### config.mk
export PLATFORM = sky130hd
export DESIGN_NAME = raster_tile_walker
export DESIGN_NICKNAME = d
export VERILOG_FILES = /design/src/rtl/raster_tile_walker.sv
export SDC_FILE = /design/constraint.sdc
export NUM_CORES = 2
export LEC_CHECK = 0
export CAP_MARGIN = 5
export CORE_AREA = 4 4 327 329
export CTS_BUF_LIST = sky130_fd_sc_hd__clkbuf_16
export DETAILED_ROUTE_END_ITERATION = 7
export DIE_AREA = 0 0 331 333
export PLACE_DENSITY = 0.85
export SLEW_MARGIN = 25
export SYNTH_ARGS = -nofsm -noshare
export SYNTH_HDL_FRONTEND = slang
export SYNTH_SLANG_ARGS = --single-unit
export TNS_END_PERCENT = 30
### constraint.sdc
create_clock -name clk -period 6.6 [get_ports clk]
set_clock_uncertainty 0.15 [all_clocks]
set_input_delay 0.99 -clock clk [delete_from_list [all_inputs] [get_ports clk]]
set_output_delay 0.99 -clock clk [all_outputs]
set_load 0.05 [all_outputs]
### src/rtl/raster_tile_walker.sv
// raster_tile_walker: walks every block of a rasterizer tile in raster order,
// trivially rejects blocks lying wholly outside any of the three edges, and
// emits surviving blocks with their edge equations rebased to the block origin.
// Edge values are stepped incrementally (shift + add only, no multipliers).
//
// Ports:
//   clk, reset      clock, asynchronous active-low reset
//   valid_in        tile valid; accepted when ready_in is high
//   pid_in          primitive id
//   xloc_in/yloc_in tile origin
//   edges_in        [i][0]=a, [i][1]=b, [i][2]=c (value at tile origin)
//   ready_in        high only while idle
//   valid_out       accepted block valid, held until ready_out
//   pid_out         primitive id of the block
//   xloc_out/yloc_out block origin
//   edges_out       a/b unchanged, [i][2]=edge value at block origin
//   ready_out       downstream ready
//   busy            walk in progress or output register occupied

`ifndef VX_RASTER_PID_BITS
`define VX_RASTER_PID_BITS 16
`endif
`ifndef VX_RASTER_DIM_BITS
`define VX_RASTER_DIM_BITS 16
`endif
`ifndef RASTER_DATA_BITS
`define RASTER_DATA_BITS 32
`endif

module raster_tile_walker #(
    parameter int unsigned TILE_LOGSIZE  = 5,
    parameter int unsigned BLOCK_LOGSIZE = 2
) (
    input  logic                                         clk,
    input  logic                                         reset,
    input  logic                                         valid_in,
    input  logic [`VX_RASTER_PID_BITS-1:0]               pid_in,
    input  logic [`VX_RASTER_DIM_BITS-1:0]               xloc_in,
    input  logic [`VX_RASTER_DIM_BITS-1:0]               yloc_in,
    input  logic [2:0][2:0][`RASTER_DATA_BITS-1:0]       edges_in,
    output logic                                         ready_in,
    output logic                                         valid_out,
    output logic [`VX_RASTER_PID_BITS-1:0]               pid_out,
    output logic [`VX_RASTER_DIM_BITS-1:0]               xloc_out,
    output logic [`VX_RASTER_DIM_BITS-1:0]               yloc_out,
    output logic [2:0][2:0][`RASTER_DATA_BITS-1:0]       edges_out,
    input  logic                                         ready_out,
    output logic                                         busy
);

    localparam int unsigned PID_W  = `VX_RASTER_PID_BITS;
    localparam int unsigned DIM_W  = `VX_RASTER_DIM_BITS;
    localparam int unsigned DATA_W = `RASTER_DATA_BITS;
    localparam int unsigned NB_W   = TILE_LOGSIZE - BLOCK_LOGSIZE;
    localparam logic [NB_W-1:0] LAST_B = '1;

    typedef enum logic [1:0] {
        S_IDLE  = 2'd0,
        S_SETUP = 2'd1,
        S_WALK  = 2'd2
    } state_t;

    state_t state_q, state_d;

    // Latched primitive
    logic [PID_W-1:0]                  pid_q, pid_d;
    logic [DIM_W-1:0]                  xloc_q, xloc_d;
    logic [DIM_W-1:0]                  yloc_q, yloc_d;
    logic [2:0][2:0][DATA_W-1:0]       edges_q, edges_d;

    // Walk state
    logic [2:0][DATA_W-1:0]            ext_q, ext_d;
    logic [2:0][DATA_W-1:0]            row_e_q, row_e_d;
    logic [2:0][DATA_W-1:0]            cur_e_q, cur_e_d;
    logic [NB_W-1:0]                   bx_q, bx_d;
    logic [NB_W-1:0]                   by_q, by_d;

    // Output register
    logic                              out_valid_q, out_valid_d;
    logic [PID_W-1:0]                  out_pid_q, out_pid_d;
    logic [DIM_W-1:0]                  out_x_q, out_x_d;
    logic [DIM_W-1:0]                  out_y_q, out_y_d;
    logic [2:0][2:0][DATA_W-1:0]       out_edges_q, out_edges_d;
    logic                              ready_q, ready_d;
    logic                              busy_q, busy_d;

    // Per-edge arithmetic helpers
    logic [2:0][DATA_W-1:0]            pos_a, pos_b;
    logic [2:0][DATA_W-1:0]            test_sum;
    logic [2:0][DATA_W-1:0]            next_row;
    logic                              block_hit;
    logic                              out_can_load;

    // Clamped coefficients, trivial-reject test sum and next-row start value
    always_comb begin
        pos_a     = '0;
        pos_b     = '0;
        test_sum  = '0;
        next_row  = '0;
        block_hit = 1'b1;
        for (int i = 0; i < 3; i++) begin
            pos_a[i]    = edges_q[i][0][DATA_W-1] ? '0 : edges_q[i][0];
            pos_b[i]    = edges_q[i][1][DATA_W-1] ? '0 : edges_q[i][1];
            // ext is the largest increase of the edge over the block's far corner
            test_sum[i] = cur_e_q[i] + ext_q[i];
            next_row[i] = row_e_q[i] + (edges_q[i][1] << BLOCK_LOGSIZE);
            if (test_sum[i][DATA_W-1]) begin
                block_hit = 1'b0;
            end
        end
    end

    assign out_can_load = !out_valid_q || ready_out;

    // Next-state and datapath
    always_comb begin
        state_d     = state_q;
        pid_d       = pid_q;
        xloc_d      = xloc_q;
        yloc_d      = yloc_q;
        edges_d     = edges_q;
        ext_d       = ext_q;
        row_e_d     = row_e_q;
        cur_e_d     = cur_e_q;
        bx_d        = bx_q;
        by_d        = by_q;
        out_valid_d = out_valid_q;
        out_pid_d   = out_pid_q;
        out_x_d     = out_x_q;
        out_y_d     = out_y_q;
        out_edges_d = out_edges_q;

        // Output register drains on a downstream fire
        if (out_valid_q && ready_out) begin
            out_valid_d = 1'b0;
        end

        case (state_q)
            S_IDLE: begin
                if (valid_in && ready_q) begin
                    pid_d   = pid_in;
                    xloc_d  = xloc_in;
                    yloc_d  = yloc_in;
                    edges_d = edges_in;
                    state_d = S_SETUP;
                end
            end

            S_SETUP: begin
                for (int i = 0; i < 3; i++) begin
                    ext_d[i]   = (pos_a[i] << BLOCK_LOGSIZE) - pos_a[i]
                               + (pos_b[i] << BLOCK_LOGSIZE) - pos_b[i];
                    row_e_d[i] = edges_q[i][2];
                    cur_e_d[i] = edges_q[i][2];
                end
                bx_d    = '0;
                by_d    = '0;
                state_d = S_WALK;
            end

            S_WALK: begin
                if (out_can_load) begin
                    if (block_hit) begin
                        out_valid_d = 1'b1;
                        out_pid_d   = pid_q;
                        out_x_d     = xloc_q + (DIM_W'(bx_q) << BLOCK_LOGSIZE);
                        out_y_d     = yloc_q + (DIM_W'(by_q) << BLOCK_LOGSIZE);
                        for (int i = 0; i < 3; i++) begin
                            out_edges_d[i][0] = edges_q[i][0];
                            out_edges_d[i][1] = edges_q[i][1];
                            out_edges_d[i][2] = cur_e_q[i];
                        end
                    end

                    if (bx_q != LAST_B) begin
                        bx_d = bx_q + 1'b1;
                        for (int i = 0; i < 3; i++) begin
                            cur_e_d[i] = cur_e_q[i] + (edges_q[i][0] << BLOCK_LOGSIZE);
                        end
                    end else begin
                        bx_d = '0;
                        by_d = by_q + 1'b1;
                        for (int i = 0; i < 3; i++) begin
                            row_e_d[i] = next_row[i];
                            cur_e_d[i] = next_row[i];
                        end
                        if (by_q == LAST_B) begin
                            state_d = S_IDLE;
                        end
                    end
                end
            end

            default: begin
                state_d = S_IDLE;
            end
        endcase

        ready_d = (state_d == S_IDLE);
        busy_d  = (state_d != S_IDLE) || out_valid_d;
    end

    // State and datapath registers
    always_ff @(posedge clk or negedge reset) begin
        if (!reset) begin
            state_q     <= S_IDLE;
            pid_q       <= '0;
            xloc_q      <= '0;
            yloc_q      <= '0;
            edges_q     <= '0;
            ext_q       <= '0;
            row_e_q     <= '0;
            cur_e_q     <= '0;
            bx_q        <= '0;
            by_q        <= '0;
            out_valid_q <= 1'b0;
            out_pid_q   <= '0;
            out_x_q     <= '0;
            out_y_q     <= '0;
            out_edges_q <= '0;
            ready_q     <= 1'b1;
            busy_q      <= 1'b0;
        end else begin
            state_q     <= state_d;
            pid_q       <= pid_d;
            xloc_q      <= xloc_d;
            yloc_q      <= yloc_d;
            edges_q     <= edges_d;
            ext_q       <= ext_d;
            row_e_q     <= row_e_d;
            cur_e_q     <= cur_e_d;
            bx_q        <= bx_d;
            by_q        <= by_d;
            out_valid_q <= out_valid_d;
            out_pid_q   <= out_pid_d;
            out_x_q     <= out_x_d;
            out_y_q     <= out_y_d;
            out_edges_q <= out_edges_d;
            ready_q     <= ready_d;
            busy_q      <= busy_d;
        end
    end

    assign ready_in  = ready_q;
    assign valid_out = out_valid_q;
    assign pid_out   = out_pid_q;
    assign xloc_out  = out_x_q;
    assign yloc_out  = out_y_q;
    assign edges_out = out_edges_q;
    assign busy      = busy_q;

endmodule

* Word-level counts from Yosys, hierarchy flattened
Cells that the tools add are included.
Cells by class: add/sub/neg operators 22, eq/ne operators 6, multiplexer cells 30, reductions and logical operators 13
Operators with widths (count):
- adder 32 bit | 12
- 2-to-1 mux 96 bit | 4
- one-hot mux 96 bit (2 select lines) | 2
- subtractor 32 x 31 -> 32 bit | 6
- 2-to-1 mux 31 bit | 6
- adder 16 x 5 -> 16 bit | 2
- 2-to-1 mux 3 bit | 4
- one-hot mux 3 bit (2 select lines) | 2
- 2-to-1 mux 2 bit | 4
- 2-to-1 mux 1 bit | 7
- adder 3 x 1 -> 3 bit (second input constant) | 2
- one-hot mux 2 bit (3 select lines) | 1
- AND reduction 3 bit | 2
- logical NOT 2 bit | 2
- inequality test 2 bit (second input constant) | 2
- AND reduction 2 bit | 2
- nonzero test 2 bit | 2
- equality test 3 bit (second input constant) | 1
- inequality test 3 bit (second input constant) | 1
- equality test 2 x 1 -> 1 bit (second input constant) | 1
- equality test 2 bit (second input constant) | 1
- logical AND 1 bit | 2
- logical OR 1 bit | 2
- logical NOT 1 bit | 1
Word-level totals: register bits 971, input bits 340, output and inout bits 339

* Logic depth before layout (Yosys ltp)
depth after elaboration 8, depth in mapped cells 21

* Worst setup path after synthesis
OpenSTA, ideal clock, no wires.
path type register to register, start register edges_q[223] (netlist name), end register ext_q[92] (netlist name), library setup time 0.082 ns, data arrival time 4.428 ns, slack 1.940 ns, stages on the path, launching flop included 22, buffers on the path 2, cell sequence dfrtp_1 -> clkbuf_1 -> clkbuf_1 -> nand2b_1 -> inv_1 -> ha_1 -> inv_1 -> fa_1 -> inv_1 -> ha_1 -> inv_1 -> fa_1 -> nor2b_1 -> o21a_1 -> o21ai_0 -> a21oi_1 -> a21oi_1 -> a311oi_1 -> a31o_2 -> a2111oi_0 -> or3_1 -> a31oi_1
On the way: longest elaborated chain between the ends 4
Ends and longest elaborated chain:
- from (decl) | line 69 | logic [2:0][2:0][DATA_W-1:0] edges_q, edges_d;
- from (signal assigned) | line 228 | edges_q <= edges_d;
- 2-to-1 mux 31 bit | line 102 | pos_a[i] = edges_q[i][0][DATA_W-1] ? '0 : edges_q[i][0];
- subtractor 32 x 31 -> 32 bit | line 151 | ext_d[i] = (pos_a[i] << BLOCK_LOGSIZE) - pos_a[i]
- adder 32 bit | line 152 | + (pos_b[i] << BLOCK_LOGSIZE) - pos_b[i];
- subtractor 32 x 31 -> 32 bit | line 152
- to (signal assigned) | line 229 | ext_q <= ext_d;
- to (decl) | line 72 | logic [2:0][DATA_W-1:0] ext_q, ext_d;
No other way between the ends. A chain may end at the register's enable or synchronous reset.

* Worst setup path after layout
start register edges_q[159] (netlist name), end register ext_q[61] (netlist name)
On the way: longest elaborated chain between the ends 3
Ends and longest elaborated chain:
- 2-to-1 mux 31 bit (*) | line 103 | pos_b[i] = edges_q[i][1][DATA_W-1] ? '0 : edges_q[i][1];
- adder 32 bit | line 152
- subtractor 32 x 31 -> 32 bit (*) | line 152
Every way passes the cells marked *; elsewhere a longest branch is shown, timed or not.

==> impl_metrics.json <==
{
  "finalSetupTns_ps": 0,
  "final_common_cell": "dfrtp_1",
  "dieArea_sq_mm": 0.110,
  "report.final.setup_viol": 0,
  "core_area_sq_mm": 0.103,
  "clockBufferDepth": 3,
  "crit_path_max_fanout": 33,
  "grt_max_degree": 163,
  "fin_util_pct": 68.9,
  "ys_types": 80,
  "antenna_found_initial": 24,
  "initial_core_util_pct": 57.8,
  "grt_pass1_wl_um": 285000,
  "ys_top_cells_by_area": "dfrtp_1 41%, ha_1 8.0%, mux2_2 6.7%",
  "grt_pass1_vias": 48900,
  "slew_headroom_pct": 20.9,
  "routed_wl_um": 186000,
  "hpwl_um": 137000,
  "peakVddDrop_mv": 0.240,
  "netlist_instances": 5816,
  "synth_edf_count": 0,
  "synth_simple_gate_area_share_pct": 10.8,
  "antenna_left": 0,
  "first_pass_iters": 8,
  "vias_per_cell": 6.13,
  "drtIter0Drc": 4869,
  "async_reset_ff_share_pct": 100,
  "finalMaxSlewViolations": 0,
  "rows": 118,
  "vias": 48300,
  "postCtsSetupRepairBufs": 0,
  "p_total_mw": 23.9,
  "final_cell_mix": "968 x dfrtp_1, 677 x clkdlybuf4s50_1, 483 x nand2_1",
  "areaGrowthSynthToFinish_pct": 19.3,
  "numCtsBuffers": 105,
  "ctsResizeCount": 0,
  "start_kind": "flop",
  "grt_use_total_pct": 33.1,
  "status": "completed",
  "critPathRequiredTime_ps": 7050,
  "synth-seq-cells": 971,
  "route.detailed.drc": 0,
  "grt_setup_unrepaired": "no",
  "clockRootBuffer": "clkbuf_16",
  "postCtsHoldBufs": 0,
  "cts.sink_count": 971,
  "htree_levels": 3,
  "synth_adder_area_share_pct": 12.7,
  "setup_slack_ps": 976,
  "max_cap_viol_count": 0,
  "yosysSeqAreaShare_pct": 40.6,
  "worstMarginPinSlew_ps": 1160,
  "fin_crit_sh_pct": 85.2,
  "synth_top_family_by_area": "compound AO/OA/AOI/OAI gates",
  "dp_slack_ps": 1130,
  "fin_nets": 7256,
  "dpl.cell_count": 7666,
  "synth_nets": 6679,
  "clkTransAtPathRegs_ps": 70,
  "yosysTopAreaCell": "dfrtp_1",
  "fmax_mhz": 178,
  "die_h_um": 333,
  "synth_xor_area_share_pct": 4.75,
  "io_pins": 679,
  "ys_warn_count": 0,
  "hold_path.class": "in -> async",
  "synthMuxAreaShare_pct": 13.2,
  "gp_congestion": 1.02,
  "p_leak_nw": 34.2,
  "die-width_um": 331,
  "synth_top_area_share_pct": 40.6,
  "drive_gt1_share_pct": 9.46,
  "period_minus_slack_ps": 5620,
  "yosys_most_used_dff": "dfrtp_1",
  "synth_compound_area_share_pct": 13.6,
  "syn_area_sq_mm": 0.0598,
  "place.port_buffers": 678,
  "grt_overflow": 0,
  "hold_viol": 0,
  "avgSynthCellArea_sq_um": 10.3,
  "critPathKind": "reg -> reg",
  "crit_path_end_kind": "flop",
  "avgRoutedWirePerCell_um": 23.6,
  "power_density_mw_per_mm2": 335,
  "worstSkewPairLatency_ps": 730,
  "layout.cells.non_filler": 7883,
  "cts_tree": "built",
  "critPathArrivalTime_ps": 6070
}
## kinds of logic after synthesis
logic type	Yosys count
compound gates	1304
xor+xnor	318
fa+ha+maj	523
buf+inv	620
flops	971
mux	704
simple gates	1376
## power breakdown
group | switching (mW) | internal [mW] | leakage, nW
Clock | 2.65 | 3.38 | 1.76
Sequential | 0.859 | 6.80 | 12.6
Combinational | 5.96 | 4.26 | 19.9
## through the flow
step,hold slack [ps],instance area (sq um)
final,142,71300
after global routing,189,71300
after CTS,162,71300
after detailed placement,313,67700
after global placement,308,67700
after floorplan,295,59800
## flip-flops by register name, summed over array words and instances (netlist names)
signal,count
row_e_q,96
ready_in,1
state_q,2
by_q,3
xloc_out,16
pid_q,16
pid_out,16
yloc_out,16
yloc_q,16
busy,1
valid_out,1
edges_out,288
cur_e_q,96
ext_q,96
edges_q,288
bx_q,3
xloc_q,16
## layer usage
| metal | track usage (%) | vias up | wire length, um |
|---|---|---|---|
| li1 | - | 21600 | - |
| met1 | 43.2 | 23800 | 72500 |
| met2 | 54.0 | 2355 | 87500 |
| met3 | 6.93 | 531 | 17200 |
| met4 | 14.0 | 10 | 8770 |
| met5 | 0 | - | 77 |
## cells in the mapped netlist, drive strengths merged, types with 7 or more instances
cell / n
a2111oi: 10
a211o: 16
a211oi: 41
a21boi: 13
a21o: 162
a21oi: 309
a221oi: 7
a31o: 12
a31oi: 112
a41oi: 14
and2: 17
and3: 46
buf: 58
clkbuf: 200
dfrtp: 970
fa: 141
ha: 382
inv: 361
mux2: 674
mux2i: 30
nand2: 485
nand2b: 141
nand3: 81
nand4: 28
nor2: 321
nor2b: 130
nor3: 58
nor4: 8
o2111ai: 11
o211ai: 37
o21a: 55
o21ai: 383
o21bai: 26
o221ai: 11
o22ai: 7
o31a: 7
o31ai: 20
or3: 25
xnor2: 206
xor2: 108
## layout make-up
cell class / instances / area, sq um
fill: 7468 / 32200
clock inverter: 91 / 915
tap: 1380 / 1730
clock buffer: 105 / 2630
sequential: 971 / 24300
timing repair buffer: 728 / 7320
multi-input combinational: 4225 / 33000
antenna: 21 / 52.6
inverter: 362 / 1360
## path summary, 6_finish.rpt
check	startpoint	end	slack (ps)	depth (start not counted)
min in group clk	row_e_q[65]	row_e_q[65]	330	2
max reg2reg	edges_q[159]	ext_q[61]	980	16
min	reset	pid_q[2]	140	1
min reg2reg	row_e_q[65]	row_e_q[65]	330	2
max	edges_q[159]	ext_q[61]	980	16
max in group asynchronous	reset	yloc_out[11]	4700	2
## worst max-delay path, stage by stage (launching register included)
cell      delay [ps]
dfrtp_1          990
nand2b_1         240
inv_1             70
fa_1             440
fa_1             600
inv_1             60
ha_1             280
a21o_1           180
a21o_1           210
a211oi_1         460
o31ai_1          140
a31oi_1          400
o211ai_1         200
a221oi_1         590
o21bai_1         140
a211oi_1         230
o21ai_0          110
Power figures use the tool's default switching activity.
